$ cat src/rtl/uart_defs.sv
// ============================================================================
// Module      : uart_defs (package)
// Description : Shared definitions for the memory-mapped UART transmitter:
//               FSM state encoding, default bus addresses and status-word
//               bit positions.
// Revision    : 1.0 - initial release
// ============================================================================
`default_nettype none

package uart_defs;

  // Transmit FSM state encoding
  typedef enum logic [1:0] {
    ST_IDLE  = 2'd0,
    ST_START = 2'd1,
    ST_DATA  = 2'd2,
    ST_STOP  = 2'd3
  } tx_state_t;

  // Default bus addresses
  localparam logic [31:0] c_def_tx_data_addr = 32'h0000_03f0;
  localparam logic [31:0] c_def_tx_stat_addr = 32'h0000_03f4;

  // Status word bit positions
  localparam int c_stat_full    = 0;
  localparam int c_stat_empty   = 1;
  localparam int c_stat_busy    = 2;
  localparam int c_stat_ovf     = 3;
  localparam int c_stat_cnt_lsb = 4;
  localparam int c_stat_cnt_msb = 7;

endpackage

`default_nettype wire

$ cat src/rtl/uart_tx_fifo.sv
// ============================================================================
// Module      : uart_tx_fifo
// Description : Synchronous byte FIFO feeding the UART transmitter. A push
//               while full is still accepted when a pop happens in the same
//               cycle. DEPTH must be a power of two and at least 2.
// Revision    : 1.0 - initial release
// ============================================================================
`default_nettype none

module uart_tx_fifo #(
  parameter int DEPTH = 4
) (
  input  logic                    clock,
  input  logic                    reset_n,
  input  logic                    push,
  input  logic                    pop,
  input  logic [7:0]              din,
  output logic [7:0]              dout,
  output logic                    full,
  output logic                    empty,
  output logic [$clog2(DEPTH):0]  count
);

  localparam int              AW           = $clog2(DEPTH);
  localparam logic [AW:0]     c_full_count = (AW + 1)'(DEPTH);

  logic [7:0]    r_mem [DEPTH];
  logic [AW-1:0] r_wr_ptr;
  logic [AW-1:0] r_rd_ptr;
  logic [AW:0]   r_count;
  logic          w_do_push;
  logic          w_do_pop;

  // Pop only real data; a full FIFO can still take a byte if one leaves now
  assign w_do_pop  = pop && (r_count != '0);
  assign w_do_push = push && ((r_count != c_full_count) || w_do_pop);

  assign dout  = r_mem[r_rd_ptr];
  assign full  = (r_count == c_full_count);
  assign empty = (r_count == '0);
  assign count = r_count;

  // Storage array: payload only, no reset needed
  always_ff @(posedge clock) begin
    if (w_do_push) begin
      r_mem[r_wr_ptr] <= din;
    end
  end

  // Pointers and occupancy; pointers wrap naturally modulo DEPTH
  always_ff @(posedge clock or negedge reset_n) begin
    if (!reset_n) begin
      r_wr_ptr <= '0;
      r_rd_ptr <= '0;
      r_count  <= '0;
    end else begin
      if (w_do_push) r_wr_ptr <= r_wr_ptr + 1'b1;
      if (w_do_pop)  r_rd_ptr <= r_rd_ptr + 1'b1;
      case ({w_do_push, w_do_pop})
        2'b10:   r_count <= r_count + 1'b1;
        2'b01:   r_count <= r_count - 1'b1;
        default: r_count <= r_count;
      endcase
    end
  end

endmodule

`default_nettype wire

$ cat src/rtl/uart_tx_mmio.sv
// ============================================================================
// Module      : uart_tx_mmio
// Description : Memory-mapped 8N1 UART transmitter. CPU stores to the data
//               address queue bytes; a baud-timed FSM drains the queue onto
//               tx_out. A status word at the second address supports polling
//               and clearing the sticky overflow flag.
// Revision    : 1.0 - initial release
// ============================================================================
`default_nettype none

module uart_tx_mmio
  import uart_defs::*;
#(
  parameter int          CLKS_PER_BIT = 16,
  parameter int          FIFO_DEPTH   = 4,
  parameter logic [31:0] TX_DATA_ADDR = c_def_tx_data_addr,
  parameter logic [31:0] TX_STAT_ADDR = c_def_tx_stat_addr
) (
  input  logic        clock,
  input  logic        reset_n,
  input  logic [31:0] rw_addr,
  input  logic [31:0] w_data,
  input  logic        w_en,
  output logic [31:0] r_data,
  output logic        hit,
  output logic        tx_out
);

  localparam int            BW          = $clog2(CLKS_PER_BIT);
  localparam int            CW          = $clog2(FIFO_DEPTH) + 1;
  localparam logic [BW-1:0] c_baud_last = BW'(CLKS_PER_BIT - 1);

  // Address decode
  logic w_data_hit;
  logic w_stat_hit;
  logic w_push_req;
  logic w_ovf_set;
  logic w_ovf_clr;

  // FIFO interface
  logic          w_pop;
  logic [7:0]    w_fifo_dout;
  logic          w_fifo_full;
  logic          w_fifo_empty;
  logic [CW-1:0] w_fifo_count;

  // Transmit datapath and FSM
  tx_state_t     r_state;
  tx_state_t     w_state_n;
  logic [BW-1:0] r_baud;
  logic [BW-1:0] w_baud_n;
  logic [2:0]    r_bit;
  logic [2:0]    w_bit_n;
  logic [7:0]    r_shift;
  logic [7:0]    w_shift_n;
  logic          r_tx;
  logic          w_tx_n;
  logic          w_baud_end;
  logic          r_ovf;
  logic [31:0]   w_status;

  // Only the low byte of store data carries meaning
  logic w_unused_wdata;
  assign w_unused_wdata = &{1'b0, w_data[31:8]};

  assign w_data_hit = (rw_addr == TX_DATA_ADDR);
  assign w_stat_hit = (rw_addr == TX_STAT_ADDR);
  assign w_push_req = w_en && w_data_hit;
  // A byte is dropped only when full and nothing leaves this cycle
  assign w_ovf_set  = w_push_req && w_fifo_full && !w_pop;
  assign w_ovf_clr  = w_en && w_stat_hit && w_data[c_stat_ovf];

  assign hit    = w_data_hit || w_stat_hit;
  assign r_data = w_stat_hit ? w_status : 32'h0;
  assign tx_out = r_tx;

  uart_tx_fifo #(
    .DEPTH (FIFO_DEPTH)
  ) u_fifo (
    .clock   (clock),
    .reset_n (reset_n),
    .push    (w_push_req),
    .pop     (w_pop),
    .din     (w_data[7:0]),
    .dout    (w_fifo_dout),
    .full    (w_fifo_full),
    .empty   (w_fifo_empty),
    .count   (w_fifo_count)
  );

  // Assemble the status word from registered state
  always_comb begin
    w_status                                = 32'h0;
    w_status[c_stat_full]                   = w_fifo_full;
    w_status[c_stat_empty]                  = w_fifo_empty;
    w_status[c_stat_busy]                   = (r_state != ST_IDLE);
    w_status[c_stat_ovf]                    = r_ovf;
    w_status[c_stat_cnt_msb:c_stat_cnt_lsb] = 4'(w_fifo_count);
  end

  // Sticky overflow flag; a set in the same cycle as a clear wins
  always_ff @(posedge clock or negedge reset_n) begin
    if (!reset_n) begin
      r_ovf <= 1'b0;
    end else if (w_ovf_set) begin
      r_ovf <= 1'b1;
    end else if (w_ovf_clr) begin
      r_ovf <= 1'b0;
    end
  end

  assign w_baud_end = (r_baud == c_baud_last);

  // FSM next state, datapath updates and next serial level
  always_comb begin
    w_state_n = r_state;
    w_baud_n  = r_baud;
    w_bit_n   = r_bit;
    w_shift_n = r_shift;
    w_pop     = 1'b0;
    w_tx_n    = 1'b1;

    case (r_state)
      ST_IDLE: begin
        if (!w_fifo_empty) begin
          w_pop     = 1'b1;
          w_shift_n = w_fifo_dout;
          w_baud_n  = '0;
          w_bit_n   = '0;
          w_state_n = ST_START;
        end
      end
      ST_START: begin
        if (w_baud_end) begin
          w_baud_n  = '0;
          w_state_n = ST_DATA;
        end else begin
          w_baud_n  = r_baud + 1'b1;
        end
      end
      ST_DATA: begin
        if (w_baud_end) begin
          w_baud_n  = '0;
          w_shift_n = r_shift >> 1;
          if (r_bit == 3'd7) begin
            w_state_n = ST_STOP;
          end else begin
            w_bit_n   = r_bit + 1'b1;
          end
        end else begin
          w_baud_n  = r_baud + 1'b1;
        end
      end
      ST_STOP: begin
        if (w_baud_end) begin
          w_baud_n  = '0;
          w_state_n = ST_IDLE;
        end else begin
          w_baud_n  = r_baud + 1'b1;
        end
      end
      default: begin
        w_state_n = ST_IDLE;
      end
    endcase

    // The serial pin is registered, so derive its level from the next state
    case (w_state_n)
      ST_START: w_tx_n = 1'b0;
      ST_DATA:  w_tx_n = w_shift_n[0];
      default:  w_tx_n = 1'b1;
    endcase
  end

  // FSM state and datapath registers; reset drives the line idle-high at once
  always_ff @(posedge clock or negedge reset_n) begin
    if (!reset_n) begin
      r_state <= ST_IDLE;
      r_baud  <= '0;
      r_bit   <= '0;
      r_shift <= '0;
      r_tx    <= 1'b1;
    end else begin
      r_state <= w_state_n;
      r_baud  <= w_baud_n;
      r_bit   <= w_bit_n;
      r_shift <= w_shift_n;
      r_tx    <= w_tx_n;
    end
  end

endmodule

`default_nettype wire

$ cat config.mk
export PLATFORM = sky130hd
export DESIGN_NAME = uart_tx_mmio
export DESIGN_NICKNAME = d
export VERILOG_FILES = /design/src/rtl/uart_defs.sv /design/src/rtl/uart_tx_fifo.sv /design/src/rtl/uart_tx_mmio.sv
export SDC_FILE = /design/constraint.sdc
export NUM_CORES = 1
export LEC_CHECK = 0
export CORE_MARGIN = 5
export CORE_UTILIZATION = 45
export DETAILED_ROUTE_END_ITERATION = 16
export PLACE_DENSITY = 0.8
export SETUP_SLACK_MARGIN = 0.1
export SYNTH_ARGS = -nofsm -noshare
export SYNTH_HDL_FRONTEND = slang
export SYNTH_HIERARCHICAL = 1
export SYNTH_SLANG_ARGS = --single-unit
$ cat constraint.sdc
create_clock -name clock -period 2.84 [get_ports clock]
set_input_delay 0.426 -clock clock [delete_from_list [all_inputs] [get_ports clock]]
set_output_delay 0.426 -clock clock [all_outputs]
set_load 0.005 [all_outputs]
* Yosys cells after proc, flatten, opt, wreduce, memory -nomap -nowiden
Memory sizes are Yosys's and may differ from the RTL's. Index checks and enable logic that the tools add are counted.
Operators by class: reduce and logical (&&, ||, !) cells 20, equality and inequality tests 16, add/subtract/negate cells 6, multiplexer cells 25
Operator list (number):
- == test 32 x 10 -> 1 bit, second input constant | 2
- 2-to-1 mux 8 bit | 2
- case mux 8 bit (2 select lines) | 1
- case mux 3 bit (2 select lines) | 2
- 2-to-1 mux 2 bit | 5
- 2-to-1 mux 3 bit | 3
- == test 2 bit, second input constant | 4
- 2-to-1 mux 4 bit | 2
- case mux 2 bit (4 select lines) | 1
- case mux 4 bit (2 select lines) | 1
- nonzero test 2 bit | 4
- logical AND 1 bit | 7
- 2-to-1 mux 7 bit | 1
- adder 3 x 1 -> 3 bit, second input constant | 2
- == test 2 x 1 -> 1 bit, second input constant | 3
- == test 3 bit, second input constant | 2
- 2-to-1 mux 1 bit | 6
- != test 2 bit, second input constant | 3
- adder 2 x 1 -> 2 bit, second input constant | 2
- adder 4 x 1 -> 4 bit, second input constant | 1
- == test 4 bit, second input constant | 1
- AND reduction 4 bit | 1
- zero test 3 bit | 1
- != test 3 bit, second input constant | 1
- 8 further kinds | 9
Storage, ports and cells: memories kept 1, register bits 26, input port bits 67, RAM bits 32, output and inout port bits 34
Memories:
- u_fifo.r_mem | words 4, width 8, rd ports 1, clocked after memory_dff 0, wr ports 1, RTL line uart_tx_fifo.sv:27 | logic [7:0] r_mem [DEPTH];

* Longest topological paths before layout
Gate-level depths: netlist of the first run.
depth in word-level cells 8, depth in mapped cells 12, mapped depth without buffers 12

* Modules after synthesis
The synthesis of the first run kept the hierarchy.
By module, submodules not included:
- uart_tx_fifo | times used 1, cells an instance 80, area each 1587.8 sq um, sequential area each 1136.1 sq um
- uart_tx_mmio | times used 1, cells an instance 138, area each 1303.8 sq um, sequential area each 476.7 sq um

* Worst setup path before layout of the first run
Ideal clock, no wire load.
path kind input to register, start point input rw_addr[17], end point register u_fifo.r_count[2], in the netlist u_fifo/count[2], setup slack 0.370 ns, data arrival time 2.345 ns, setup time 0.125 ns, cell stages on the path 12, required time 2.715 ns, cell sequence nor4b_1 -> nand4_1 -> or2_1 -> nor3b_2 -> o21a_4 -> inv_1 -> ha_1 -> inv_1 -> fa_1 -> xor2_1 -> nor2_1 -> xor2_1
Between the ends: word-level cells in the longest chain between the ends 5
RTL lines:
- start, declared | RTL line uart_tx_mmio.sv:21 | input logic [31:0] rw_addr,
- == test 32 x 10 -> 1 bit (*) | RTL line uart_tx_mmio.sv:66 | assign w_data_hit = (rw_addr == TX_DATA_ADDR);
- logical AND 1 bit (*) | RTL line uart_tx_mmio.sv:68 | assign w_push_req = w_en && w_data_hit;
- net w_push_req | RTL line uart_tx_mmio.sv:36 | logic w_push_req;
- logical AND 1 bit (*) | RTL line uart_tx_fifo.sv:36 | assign w_do_push = push && ((r_count != c_full_count) || w_do_pop);
- == test 2 x 1 -> 1 bit / == test 2 bit (equally long branches) | RTL line uart_tx_fifo.sv:59 | case ({w_do_push, w_do_pop})
- case mux 3 bit (2 select lines) / nonzero test 2 bit (equally long branches)
- end signal, assigned | RTL line uart_tx_fifo.sv:60 | 2'b10: r_count <= r_count + 1'b1;
- end signal, assigned | RTL line uart_tx_fifo.sv:61 | 2'b01: r_count <= r_count - 1'b1;
- end signal, assigned | RTL line uart_tx_fifo.sv:62 | default: r_count <= r_count;
- end, declared | RTL line uart_tx_fifo.sv:30 | logic [AW:0] r_count;
The timed path passes the listed nets; every way through them passes the cells marked *. A chain may end at the register's enable or synchronous reset.

* Final worst setup path of the first run
start point input rw_addr[23], end point register u_fifo.r_count[2], in the netlist u_fifo/count[2]
The elaborated chain is that of the path after synthesis.

==> results.cfg, run 1 <==
[run_status]
status = finished clean

[power]
power_frac_seq = 0.466
p_clk_frac = 0.488
p_int_mw = 1.53
ir_worst_vdd_v = 0.000508
p_leak_nw = 1.70
finalPower_mw = 1.91
p_sw_frac = 0.197
power_frac_comb = 0.046
powerDensity_nw_per_um2 = 505
netSwitchingPower_mw = 0.375

[sta]
timing.final.crit_share = 0.924
holdWs_ns = 0.456
post-route-min-period_ns = 2.63
setup-violations-final = 0
clock.fmax_mhz = 381
rsz0062_at_grt = false
fin_skew_ns = 0.00800
slew_viol_final = 0
setup_tns_ns = 0
hold_violations = 0

[clocking]
cts_sinks = 58
clock_latency_ns = 0.34
holdBufCountCts = 0
htree_levels = 3
clockRootBuffer = clkbuf_8
cts_buffers = 9
cts_buffer_depth = 2
cts_tree = built
clkTransAtPathRegs_ns = 0.07

[synth]
syn_inst = 218
synth-seq-cells = 58
ys_top_cells_by_count = 32 x edfxtp_1, 25 x buf_4, 25 x dfrtp_1
yosys-top-cells-area = edfxtp_1 33%, dfrtp_1 22%, buf_4 6.5%
synth.most_common_cell = edfxtp_1
synth_edf_count = 32
netlist_area_um2 = 2890
yosys_most_used_dff = edfxtp_1
yosysWarnings = 6
yosys.area.top_type_share = 0.332
yosysTopAreaCell = edfxtp_1
synth.yosys.seq_area_share = 0.558
async_reset_ff_frac = 0.448
syn_area_per_cell_um2 = 13.3
synthDistinctLibCells = 59

[cells_and_area]
final_nets = 361
final_util = 0.599
fill_cells = 487
drive_above_1_share = 0.221
area_growth_pct = 30.8
seqCellArea_um2 = 1610
insertedDiodeCount = 0
multi_input_area_um2 = 1160

[global_route]
grt_overflow_total = 0
grt_pass1_vias = 1912
grt_max_degree = 27
grtUsageMet1 = 0.162
grt_use_met2 = 0.247
grt_pass1_wl_mm = 9.17
grtUsageMet3 = 0.0492
antenna_found_initial = 0
track_usage = 0.142
busiest_layer = met2

[worst_setup_path]
path_cells = clkdlybuf4s50_1 > nor4_1 > nand4_1 > or2_1 > buf_6 > nor3b_4 > o21a_4 > inv_1 > ha_2 > inv_2 > fa_2 > xor2_1 > nor2_1 > xor2_1
path_common_cell = xor2_1
cp-start-kind = input pin
path_class = in2reg
cp_data_arrival_time_ns = 2.85
crit_fanout = 2
cpPeakStageDelay_ns = 0.39
cp_slowest_cell = clkdlybuf4s50_1
cp-end-kind = register
worst_ep_required_time_ns = 3.06

[detailed_routing]
drt_iter0_drc = 117
dr.pass1.iters = 4
post_drt_wl_per_cell_um = 15.0
vias_per_cell = 5.03
ant_nets = 0
wirelength_mm = 5.49
vias = 1846
drc = 0

[die]
fp.dieArea_um2 = 8130
core_region_area_um2 = 6310
start_util = 0.458
die_x_um = 90.2
die_y_um = 90.2
rows = 29
io_pins = 101

[placement]
gp_congestion = 0.764
hpwl_mm = 4.02
portBuffers = 51

[min_path]
min_path_type = in2async

[job]
cap_violations = 0
## placed cells by master (no fill, tap or decap), types with 2 or more instances in the layout
cell type	count
a21o_1	2
dlygate4sd2_1	5
ha_1	7
and2_2	5
nand4_1	2
xor2_1	3
a21oi_1	2
nor4_2	2
dlymetal6s2s_1	11
nor4_1	4
conb_1	25
nor2_1	2
o31ai_1	2
a22oi_1	6
dfrtp_1	25
clkdlybuf4s50_1	35
bufinv_16	3
nor4b_2	2
xnor2_1	4
nand3_1	2
inv_1	10
mux4_2	8
nor3_4	2
edfxtp_1	32
and2_1	7
o21ai_0	6
buf_4	11
clkbuf_8	9
nand2_1	18
clkinv_4	3
## registers in the layout, summed over array words and instances (netlist names)
| name | count |
|---|---|
| r_baud | 4 |
| r_bit | 3 |
| r_ovf | 1 |
| r_shift | 8 |
| r_state | 2 |
| tx_out | 1 |
| u_fifo/count | 3 |
| u_fifo/r_mem | 32 |
| u_fifo/r_rd_ptr | 2 |
| u_fifo/r_wr_ptr | 2 |
## metrics by stage
stage	instance area [um2]	std cells	setup WS, ns
global route	3780	367	0.0940
floorplan	2980	242	0.370
global placement	3430	348	-0.0951
detailed placement	3430	348	-0.164
CTS	3720	367	0.0709
finish	3780	367	0.215
## metal layers
| metal | vias up | routed length, um |
|---|---|---|
| met5 | - | 0 |
| met4 | 0 | 70 |
| met3 | 9 | 301 |
| met2 | 47 | 2990 |
| met1 | 911 | 2130 |
| li1 | 879 | - |
## timing repair
| item | CTS | global route |
|---|---|---|
| pin swaps | 3 | 10 |
| setup endpoints to repair | 8 | 6 |
| gates resized for setup | 8 | 19 |
| buffers inserted | 3 | 0 |
## cell families after synthesis
kind of cell             share of synthesized area
other                                      0.00130
XOR/XNOR                                    0.0212
AO/OA/AOI/OAI                               0.0801
AND/OR/NAND/NOR                              0.132
buffers and inverters                       0.0913
multiplexers                                0.0749
flip-flops                                   0.558
adder cells (fa/ha/maj)                     0.0415
## final cells by class
| type | count | area share |
|---|---|---|
| Multi-Input combinational cell | 142 | 0.306 |
| Clock buffer | 9 | 0.0328 |
| Timing Repair Buffer | 63 | 0.165 |
| Inverter | 11 | 0.0109 |
| Sequential cell | 58 | 0.427 |
| Clock inverter | 7 | 0.0331 |
| Tap cell | 77 | 0.0255 |
## power by group through the flow
stage | clock, mW | combinational, mW | sequential (mW)
finish | 0.931 | 0.0878 | 0.889
global route | 0.995 | 0.0951 | 0.889
CTS | 0.949 | 0.0862 | 0.889
detailed placement | 0 | 0.0845 | 0.906
global placement | 0 | 0.0818 | 0.906
floorplan | 0 | 0.0365 | 0.907
## path summary, 6_finish.rpt
path / end / slack (ns) / cells past startpoint / startpoint
min reg2reg: r_shift[6] / 0.48 / 2 / r_shift[6]
max reg2reg: u_fifo/count[2] / 0.51 / 11 / u_fifo/count[0]
max in group asynchronous: tx_out / 2.07 / 2 / reset_n
min: r_shift[7] / 0.46 / 2 / reset_n
max: u_fifo/count[2] / 0.21 / 14 / rw_addr[23]
min in group clock: r_shift[6] / 0.48 / 2 / r_shift[6]
## worst max-delay path, delay by kind of cell
kind,cells,cell delay [ns]
and+or+nand+nor,5,0.98
buffers and inverters,4,0.62
adders and majority gates,2,0.38
xor gates and xnor gates,2,0.28
AOI/OAI and AO/OA,1,0.15
No activity file was read; power rests on OpenSTA's default activity.
==> run 2, diff against run 1 <==
Settings changed: CAP_MARGIN from default to 20, GPL_ROUTABILITY_DRIVEN from default to 0.
==> results of run 2 <==
No change in the layout: final DEF, timing and power equal those of run 1.
